<file path="config.mk">
export PLATFORM = sky130hd
export DESIGN_NAME = multi_lane_port_lookup
export DESIGN_NICKNAME = d
export VERILOG_FILES = /design/src/rtl/multi_lane_port_lookup.sv
export SDC_FILE = /design/constraint.sdc
export NUM_CORES = 2
export LEC_CHECK = 0
export CAP_MARGIN = 0
export CORE_MARGIN = 3
export CORE_UTILIZATION = 42
export CTS_CLUSTER_DIAMETER = 80
export DETAILED_ROUTE_END_ITERATION = 7
export GPL_TIMING_DRIVEN = 1
export PLACE_DENSITY = 0.7
export SYNTH_ARGS = -nofsm -noshare
export SYNTH_HDL_FRONTEND = slang
export SYNTH_SLANG_ARGS = --single-unit
</file>
<file path="constraint.sdc">
create_clock -name clk -period 14.6 [get_ports clk]
set_input_delay 2.19 -clock clk [delete_from_list [all_inputs] [get_ports clk]]
set_output_delay 2.19 -clock clk [all_outputs]
set_load 0.01 [all_outputs]
</file>
<file path="src/rtl/multi_lane_port_lookup.sv">
// Output-port stage: buffers NUM_LANES data lanes with a shared ctrl bus,
// pairs each packet with its upstream port decision, stamps that decision
// into the IOQ module header on every lane, and forwards or drops the packet.
module multi_lane_port_lookup #(
  parameter int DATA_WIDTH        = 64,
  parameter int CTRL_WIDTH        = DATA_WIDTH / 8,
  parameter int NUM_LANES         = 2,
  parameter int NUM_OUTPUT_QUEUES = 8,
  parameter int PKT_FIFO_BITS     = 4,
  parameter int DEC_FIFO_BITS     = 2,
  parameter logic [CTRL_WIDTH-1:0] IOQ_CTRL = {CTRL_WIDTH{1'b1}},
  parameter int DST_PORT_POS      = 16
) (
  input  logic                              clk,
  input  logic                              reset,
  input  logic [NUM_LANES*DATA_WIDTH-1:0]   in_data,
  input  logic [CTRL_WIDTH-1:0]             in_ctrl,
  input  logic                              in_wr,
  output logic                              in_rdy,
  input  logic [NUM_OUTPUT_QUEUES-1:0]      dec_ports,
  input  logic                              dec_wr,
  output logic [NUM_LANES*DATA_WIDTH-1:0]   out_data,
  output logic [CTRL_WIDTH-1:0]             out_ctrl,
  output logic                              out_wr,
  input  logic                              out_rdy,
  output logic [31:0]                       fwd_count,
  output logic [31:0]                       drop_count
);

  localparam int BUS_W      = NUM_LANES * DATA_WIDTH;
  localparam int WORD_W     = BUS_W + CTRL_WIDTH;
  localparam int WORD_DEPTH = 1 << PKT_FIFO_BITS;
  localparam int DEC_DEPTH  = 1 << DEC_FIFO_BITS;
  // Two slots of margin on the word FIFO, one on the decision FIFO, so a
  // word or decision already in flight when in_rdy falls still fits.
  localparam logic [PKT_FIFO_BITS:0] WORD_NEARLY_FULL = (PKT_FIFO_BITS+1)'(WORD_DEPTH - 2);
  localparam logic [DEC_FIFO_BITS:0] DEC_NEARLY_FULL  = (DEC_FIFO_BITS+1)'(DEC_DEPTH - 1);

  typedef enum logic [4:0] {
    IDLE      = 5'b00001,
    WRITE_HDR = 5'b00010,
    SKIP_HDRS = 5'b00100,
    WAIT_EOP  = 5'b01000,
    DROP      = 5'b10000
  } state_t;

  state_t state, state_next;

  logic [WORD_W-1:0]            word_mem [WORD_DEPTH];
  logic [PKT_FIFO_BITS-1:0]     word_wr_ptr, word_rd_ptr;
  logic [PKT_FIFO_BITS:0]       word_count;
  logic [NUM_OUTPUT_QUEUES-1:0] dec_mem [DEC_DEPTH];
  logic [DEC_FIFO_BITS-1:0]     dec_wr_ptr, dec_rd_ptr;
  logic [DEC_FIFO_BITS:0]       dec_count;

  logic [WORD_W-1:0]            head_word;
  logic [CTRL_WIDTH-1:0]        head_ctrl;
  logic [BUS_W-1:0]             head_data;
  logic [NUM_OUTPUT_QUEUES-1:0] dec_head;
  logic [NUM_OUTPUT_QUEUES-1:0] held_dec;
  logic                         word_avail, dec_avail;
  logic                         word_pop, dec_pop;
  logic                         hdr_rewrite, fwd_inc, drop_inc, drop_mark_data;
  logic                         drop_in_data;

  assign word_avail = (word_count != '0);
  assign dec_avail  = (dec_count != '0);
  assign head_word  = word_mem[word_rd_ptr];
  assign head_ctrl  = head_word[WORD_W-1 -: CTRL_WIDTH];
  assign head_data  = head_word[BUS_W-1:0];
  assign dec_head   = dec_mem[dec_rd_ptr];
  assign out_ctrl   = head_ctrl;
  assign in_rdy     = (word_count < WORD_NEARLY_FULL) && (dec_count < DEC_NEARLY_FULL);

  // Word FIFO storage; contents need no reset because the pointers gate them.
  always_ff @(posedge clk) begin
    if (in_wr) word_mem[word_wr_ptr] <= {in_ctrl, in_data};
  end

  // Word FIFO pointers and occupancy.
  always_ff @(posedge clk) begin
    if (!reset) begin
      word_wr_ptr <= '0;
      word_rd_ptr <= '0;
      word_count  <= '0;
    end else begin
      if (in_wr)    word_wr_ptr <= word_wr_ptr + 1'b1;
      if (word_pop) word_rd_ptr <= word_rd_ptr + 1'b1;
      case ({in_wr, word_pop})
        2'b10:   word_count <= word_count + 1'b1;
        2'b01:   word_count <= word_count - 1'b1;
        default: word_count <= word_count;
      endcase
    end
  end

  // Decision FIFO storage.
  always_ff @(posedge clk) begin
    if (dec_wr) dec_mem[dec_wr_ptr] <= dec_ports;
  end

  // Decision FIFO pointers and occupancy.
  always_ff @(posedge clk) begin
    if (!reset) begin
      dec_wr_ptr <= '0;
      dec_rd_ptr <= '0;
      dec_count  <= '0;
    end else begin
      if (dec_wr)  dec_wr_ptr <= dec_wr_ptr + 1'b1;
      if (dec_pop) dec_rd_ptr <= dec_rd_ptr + 1'b1;
      case ({dec_wr, dec_pop})
        2'b10:   dec_count <= dec_count + 1'b1;
        2'b01:   dec_count <= dec_count - 1'b1;
        default: dec_count <= dec_count;
      endcase
    end
  end

  // FSM state register.
  always_ff @(posedge clk) begin
    if (!reset) state <= IDLE;
    else        state <= state_next;
  end

  // FSM next-state: walk header words, then data words, until EOP.
  always_comb begin
    state_next = state;
    case (state)
      IDLE:      if (dec_avail && word_avail) state_next = (dec_head == '0) ? DROP : WRITE_HDR;
      WRITE_HDR: if (word_avail && out_rdy) state_next = SKIP_HDRS;
      SKIP_HDRS: if (word_avail && out_rdy && head_ctrl == '0) state_next = WAIT_EOP;
      WAIT_EOP:  if (word_avail && out_rdy && head_ctrl != '0) state_next = IDLE;
      DROP:      if (word_avail && drop_in_data && head_ctrl != '0) state_next = IDLE;
      default:   state_next = IDLE;
    endcase
  end

  // FSM outputs: pops, output valid, header rewrite and counter strobes.
  always_comb begin
    word_pop       = 1'b0;
    dec_pop        = 1'b0;
    out_wr         = 1'b0;
    hdr_rewrite    = 1'b0;
    fwd_inc        = 1'b0;
    drop_inc       = 1'b0;
    drop_mark_data = 1'b0;
    case (state)
      IDLE: dec_pop = dec_avail && word_avail;
      WRITE_HDR: begin
        out_wr      = word_avail && out_rdy;
        word_pop    = out_wr;
        hdr_rewrite = (head_ctrl == IOQ_CTRL);
      end
      SKIP_HDRS: begin
        out_wr   = word_avail && out_rdy;
        word_pop = out_wr;
      end
      WAIT_EOP: begin
        out_wr   = word_avail && out_rdy;
        word_pop = out_wr;
        fwd_inc  = out_wr && (head_ctrl != '0);
      end
      DROP: begin
        word_pop       = word_avail;
        drop_mark_data = word_avail && (head_ctrl == '0);
        drop_inc       = word_avail && drop_in_data && (head_ctrl != '0);
      end
      default: ;
    endcase
  end

  // Stamp the held decision into the dst-port field of every lane on the IOQ header.
  always_comb begin
    out_data = head_data;
    if (hdr_rewrite) begin
      for (int i = 0; i < NUM_LANES; i++) begin
        out_data[i*DATA_WIDTH + DST_PORT_POS +: NUM_OUTPUT_QUEUES] = held_dec;
      end
    end
  end

  // Held decision and the header/data phase flag used while dropping.
  always_ff @(posedge clk) begin
    if (!reset) begin
      held_dec     <= '0;
      drop_in_data <= 1'b0;
    end else begin
      if (dec_pop) held_dec <= dec_head;
      if (state == IDLE)       drop_in_data <= 1'b0;
      else if (drop_mark_data) drop_in_data <= 1'b1;
    end
  end

  // Saturating forward/drop packet counters.
  always_ff @(posedge clk) begin
    if (!reset) begin
      fwd_count  <= '0;
      drop_count <= '0;
    end else begin
      if (fwd_inc && fwd_count != 32'hFFFF_FFFF)   fwd_count  <= fwd_count + 32'd1;
      if (drop_inc && drop_count != 32'hFFFF_FFFF) drop_count <= drop_count + 32'd1;
    end
  end

endmodule

</file>
== After elaboration in Yosys (flattened, before gate mapping) ==
Memory sizes are Yosys's and may differ from the RTL's. A register that Yosys moved wholly into a read port is not among the register bits.
Index checks and enable logic that the tools add are counted.

* $mul: 0
* Add/subtract/negate cells: 10
* Reduce and logical (&&, ||, !) cells: 20
* Eq/ne operators: 17
* $lt $le $gt $ge: 2
* Bitwise operators: 1
* Shift-type cells: 0
* Muxes and demuxes: 26
* Divide/modulo/power cells: 0

{| class="wikitable"
|+ Operators by type and width
! kind !! number
|-
| $add A32 B1 Y32 const B || 2
|-
| $ne A32 B32 Y1 const B || 2
|-
| $mux W5 || 6
|-
| $pmux W5 S5 || 1
|-
| $logic_not A8 Y1 || 2
|-
| $mux W8 || 2
|-
| $logic_and A1 B1 Y1 || 10
|-
| $mux W1 || 10
|-
| $ne A2 B2 Y1 const B || 5
|-
| $pmux W5 S2 || 1
|-
| $add A4 B1 Y4 const B || 2
|-
| $eq A8 B8 Y1 const B || 1
|-
| $mux W4 || 2
|-
| $reduce_bool A8 Y1 || 1
|-
| $pmux W3 S2 || 1
|-
| $add A5 B1 Y5 const B || 1
|-
| $eq A5 B1 Y1 const B || 1
|-
| $eq A5 B2 Y1 const B || 1
|-
| $eq A5 B3 Y1 const B || 1
|-
| $eq A5 B4 Y1 const B || 1
|-
| $eq A5 B5 Y1 const B || 1
|-
| $lt A5 B4 Y1 const B || 1
|-
| $reduce_and A5 Y1 || 1
|-
| $reduce_bool A5 Y1 || 1
|-
| 14 further kinds || 19
|}

* Memories: 2
* Input bits: 149
* Latch bits: 0
* Bits in registers: 98
* RAM bits: 2208
* Word-level logic and storage cells: 89
* Bits in read-only memories: 0

{| class="wikitable"
|+ Memory list
! memory !! depth !! width !! read ports !! clocked after memory_dff !! write ports !! RTL line !! source
|-
| word_mem || 16 || 136 || 1 || 1 || 1 || 49 || <nowiki>logic [WORD_W-1:0] word_mem [WORD_DEPTH];</nowiki>
|-
| dec_mem || 4 || 8 || 1 || 1 || 1 || 52 || <nowiki>logic [NUM_OUTPUT_QUEUES-1:0] dec_mem [DEC_DEPTH];</nowiki>
|}

== Longest topological paths before layout ==
* Depth after elaboration: 5
* Gate-level depth with buffers: 17
* Mapped depth without buffers: 14

== Worst setup path after synthesis ==
Ideal clock, no wire load.

* Kind: input to register
* Start: input in_wr
* End: memory word_mem[0][0] (netlist bit), enable pin
* Arrival: 5970 ps
* Library setup time: 511 ps
* Buffers on the path: 1
* Path slack: 8119 ps
* Stages: 4
* Path through: clkbuf_1 > inv_1 > nor3_1 > and2_1

* Longest elaborated chain between the ends: 2

{| class="wikitable"
|+ RTL lines
! what !! RTL line !! source
|-
| from (decl) || 18 || <nowiki>input logic in_wr,</nowiki>
|-
| $mux W1 || 77 || <nowiki>if (in_wr) word_mem[word_wr_ptr] <= {in_ctrl, in_data};</nowiki>
|-
| $mux W1 (implied by the code) || 77 ||
|-
| to (decl) || 49 ||
|}

Every way passes these cells.

==> results.txt <==
----------------------------------------------------
[Synthesis]
  Cell types occupying the most area after synthesis ... sky130_fd_sc_hd__edfxtp_1 (75%), sky130_fd_sc_hd__mux4_2 (17%), sky130_fd_sc_hd__dfxtp_1 (2.4%)
  EDFF count, synth ... 2208
  Summed instance area of the synthesized netlist ... 88060 µm²
  Post-synth ARST share ... 0%
  Synth cell types ... 54
  Mean instance size in the synthesized netlist ... 23.04 µm²
  Synthesized instance count ... 3822
  Area fraction of the dominant cell type after synthesis ... 75.30%
  Yosys synthesis warning count ... 0
  Cell with the most instances after synthesis ... sky130_fd_sc_hd__edfxtp_1
  Cell type with the largest total area after synthesis ... sky130_fd_sc_hd__edfxtp_1
  Post-synthesis sequential area ratio ... 77.66%
  Post-synthesis net count ... 3988
  Most numerous cell types in the synthesized netlist ... sky130_fd_sc_hd__edfxtp_1 (2208), sky130_fd_sc_hd__mux4_2 (655), sky130_fd_sc_hd__dfxtp_1 (104), sky130_fd_sc_hd__clkbuf_1 (93), sky130_fd_sc_hd__a21oi_1 (81)
  Top flip-flop cell by instance count after synthesis ... sky130_fd_sc_hd__edfxtp_1
  Synth Register Bits ... 2312

[GRT]
  Remaining global-route overflow ... 0
  Initial antenna violation count ... 44
  All-Layer GR Usage ... 18.30%
  First-pass GRT wire length ... 291.2 mm
  Maximum number of pins on one net before global-route repair ... 156
  Via count of the first global-routing pass ... 41960

[Critical path]
  Reg-to-reg endpoint ... fwd_count[13]$_SDFFE_PN0P_
  CP arrival ... 5.92 ns
  Critical Path RT ... 12.41 ns
  CP delay by family, top ... buffers and inverters
  Slowest CP cell ... sky130_fd_sc_hd__buf_4
  CP Cell Sequence ... buf_4 > buf_4 > buf_4 > mux4_2 > mux2i_1 > nor2_1 > a21oi_1 > o21ai_0 > clkdlybuf4s50_1
  Worst reg-to-reg setup slack ... 10.29 ns
  Highest fanout seen on the critical path ... 53
  Logic depth of the worst register-to-register path ... 9
  Sum of buffers and inverters on the critical path ... 4
  CP most frequent cell ... sky130_fd_sc_hd__buf_4
  Crit path largest cell delay ... 0.81 ns
  Startpoint kind of the worst setup timing path ... flop
  Critical path class ... flop to primary output
  Kind of end point of the critical path ... primary output

[Detailed routing]
  Number of DRC markers after the initial detailed-route iteration ... 4316
  Highest metal layer used by the detailed router ... met5
  Post-DR vias/cell ... 5.671
  Via count of the routed design ... 41260
  Routed Antenna Nets ... 0
  WL final ... 198.2 mm
  Count of TritonRoute iterations in the first routing pass ... 7
  DRC violations left ... 0
  Routed length on met1 ... 82.64 mm
  Average wire length per cell after detail routing ... 27.23 µm
  Met2 wire len ... 96.15 mm
  Routed length on met3 ... 15.26 mm

[Cells and area]
  Final design instance area without fill ... 102100 µm²
  Share of layout cells above drive strength 1 ... 24.13%
  Number of fillers in the final layout ... 16340
  Area growth, synth to finish ... 15.99%
  Count of nets after finishing ... 4441
  Final standard cell utilization of the core ... 49.18%

[Min path]
  Cells on Worst Hold Path ... 2
  Hold/Removal Path Class ... flop to flop
  Sink of the worst hold path ... held_dec[3]$_SDFFE_PN0P_
  Min-delay src ... held_dec[3]$_SDFFE_PN0P_

[Clock network]
  Clock tree sinks ... 2312
  # Post-CTS Setup Buffers ... 0
  Worst-Skew Late Latency ... 0.85 ns
  Maximum root-to-sink buffer count ... 3
  Post-CTS resize count ... 0
  Clock slew at the register clock pins of the worst setup and hold paths ... 0.06 ns
  Inserted Clock Buffers ... 224
  Number of buffers inserted by hold repair at cts ... 0
  Buffer type at the clock tree root ... sky130_fd_sc_hd__clkbuf_16
  Level count of the clock H-tree ... 4
  CTS tree ... done

[Power]
  Worst voltage drop across the vdd grid ... 123.0 µV
  Power per cell area ... 132.0 nW/µm²
  Leakage power summed over all cells ... 30.42 nW

[Run status]
  Status ... finished clean

[STA]
  Worst clock skew ... 0.04339 ns
  Final WS setup ... 6.487 ns
  Final Max Tran Viols ... 0
  Worst slew pin tran ... 1.313 ns
  Final period utilization ... 55.57%
  Total negative setup slack ... 0 ns
  Final setup violating endpoints ... 0
  Max-Slew Margin vs Limit ... 12.45%
  Final period demand of the worst path ... 8.113 ns
  Final Hold Violating Endpoints ... 0
  Max Clock Freq ... 0.1233 GHz
  Unrepaired setup endpoints after global routing ... false

[Placement]
  Final weighted congestion in routability-driven placement ... 0.7430
  Number of port buffers ... 350
  Detail Placement HPWL ... 104.3 mm
  Post-Place Setup Slack ... 7.240 ns
  Post-place instance area ... 94880 µm²

[Floorplanning]
  Die X ... 463.9 µm
  Initial Util ... 42.40%
  Standard-cell row count ... 167
  Core area ... 207700 µm²
  Number of I/O pins ... 351
  Die area ... 215200 µm²
  Die height ... 463.9 µm

[Run]
  Count of max-cap constraint violations ... 0

----------------------------------------------------
==> report_power, final <==
group | internal (mW) | total, mW | switching, mW
Combinational | 0.195 | 0.466 | 0.271
Clock | 3.18 | 5.62 | 2.45
Sequential | 7.36 | 7.39 | 0.0326
==> state kept, by name (all words and copies together), names as in the netlist, named ones only <==
| signal | cells |
|---|---|
| dec_mem | 32 |
| state | 5 |
| drop_in_data | 1 |
| word_mem | 2176 |
| held_dec | 8 |
| dec_count | 3 |
| dec_rd_ptr | 2 |
| word_count | 5 |
| dec_wr_ptr | 2 |
| word_wr_ptr | 4 |
| drop_count | 32 |
| fwd_count | 32 |
| word_rd_ptr | 4 |
==> layout make-up <==
class	instances	area (µm²)	area share, %
Inverter	28	105.1	0.1029
Tap cell	2788	3488	3.415
Antenna cell	20	50.05	0.04900
Multi-Input combinational cell	1290	18790	18.39
Clock inverter	146	1361	1.333
Sequential cell	2312	68400	66.97
Timing Repair Buffer	419	4096	4.011
Clock buffer	273	5853	5.730
==> worst max path at each step <==
stage / startpoint / endpoint / cells after the start
after floorplan: in_wr / word_mem[0][0]$_DFFE_PP_ / 4
after global placement: flop / out_data[23] / 9
after detailed placement: flop / out_data[23] / 9
after CTS: flop / out_data[23] / 9
after global routing: flop / out_data[23] / 9
final: flop / out_data[23] / 9
==> worst min-delay path: stages, from the launching register on <==
cell and delay [ns]:
sky130_fd_sc_hd__dfxtp_1 0.32, sky130_fd_sc_hd__mux2i_1 0.07, sky130_fd_sc_hd__nor2_1 0.08
==> cells by family after synthesis <==
group / after synthesis / share of synthesized area, %
flops: 2312 / 77.66
mux: 710 / 17.40
simple gates: 349 / 2.126
buf+inv: 220 / 1.059
compound gates: 184 / 1.211
xor+xnor: 30 / 0.2984
fa+ha+maj: 17 / 0.2501
==> stage by stage <==
stage                     power [mW]  cells  hold slack, ns
after detailed placement       8.005   6837          0.4874
after floorplan                7.732   3822          0.4602
after CTS                      13.61   7256          0.5017
after global routing           13.90   7260          0.5379
final                          13.48   7276          0.4993
after global placement         7.989   6837          0.4747
==> cells in the final DEF, fill, tap and decap left out, types with 16 or more instances in the layout <==
cell type / Yosys / final
sky130_fd_sc_hd__or3_1: 35 / 35
sky130_fd_sc_hd__xor2_1: 17 / 17
sky130_fd_sc_hd__edfxtp_1: 2208 / 2208
sky130_fd_sc_hd__nand4_1: 28 / 28
sky130_fd_sc_hd__clkinv_1: 1 / 66
sky130_fd_sc_hd__nor2_1: 67 / 67
sky130_fd_sc_hd__buf_4: 8 / 63
sky130_fd_sc_hd__o21ai_0: 45 / 45
sky130_fd_sc_hd__inv_1: 27 / 27
sky130_fd_sc_hd__and2_4: 0 / 16
sky130_fd_sc_hd__nor2b_1: 25 / 25
sky130_fd_sc_hd__bufinv_16: 0 / 18
sky130_fd_sc_hd__dfxtp_1: 104 / 100
sky130_fd_sc_hd__ha_1: 16 / 16
sky130_fd_sc_hd__a21oi_1: 81 / 81
sky130_fd_sc_hd__mux2i_1: 41 / 41
sky130_fd_sc_hd__clkinv_2: 0 / 35
sky130_fd_sc_hd__clkbuf_1: 93 / 46
sky130_fd_sc_hd__mux4_2: 655 / 655
sky130_fd_sc_hd__diode_2: 0 / 20
sky130_fd_sc_hd__clkbuf_16: 0 / 227
sky130_fd_sc_hd__nand2_1: 63 / 63
sky130_fd_sc_hd__clkdlybuf4s50_1: 0 / 350
sky130_fd_sc_hd__a211oi_1: 19 / 19
sky130_fd_sc_hd__nand3_1: 39 / 39
==> layer usage <==
layer	GRT usage, %	vias to the layer above
met5	0	-
met4	4.388	22
met3	4.581	288
met2	28.92	1547
met1	25.77	22200
li1	-	17210
Note: power is estimated with default switching activity, not from simulation.
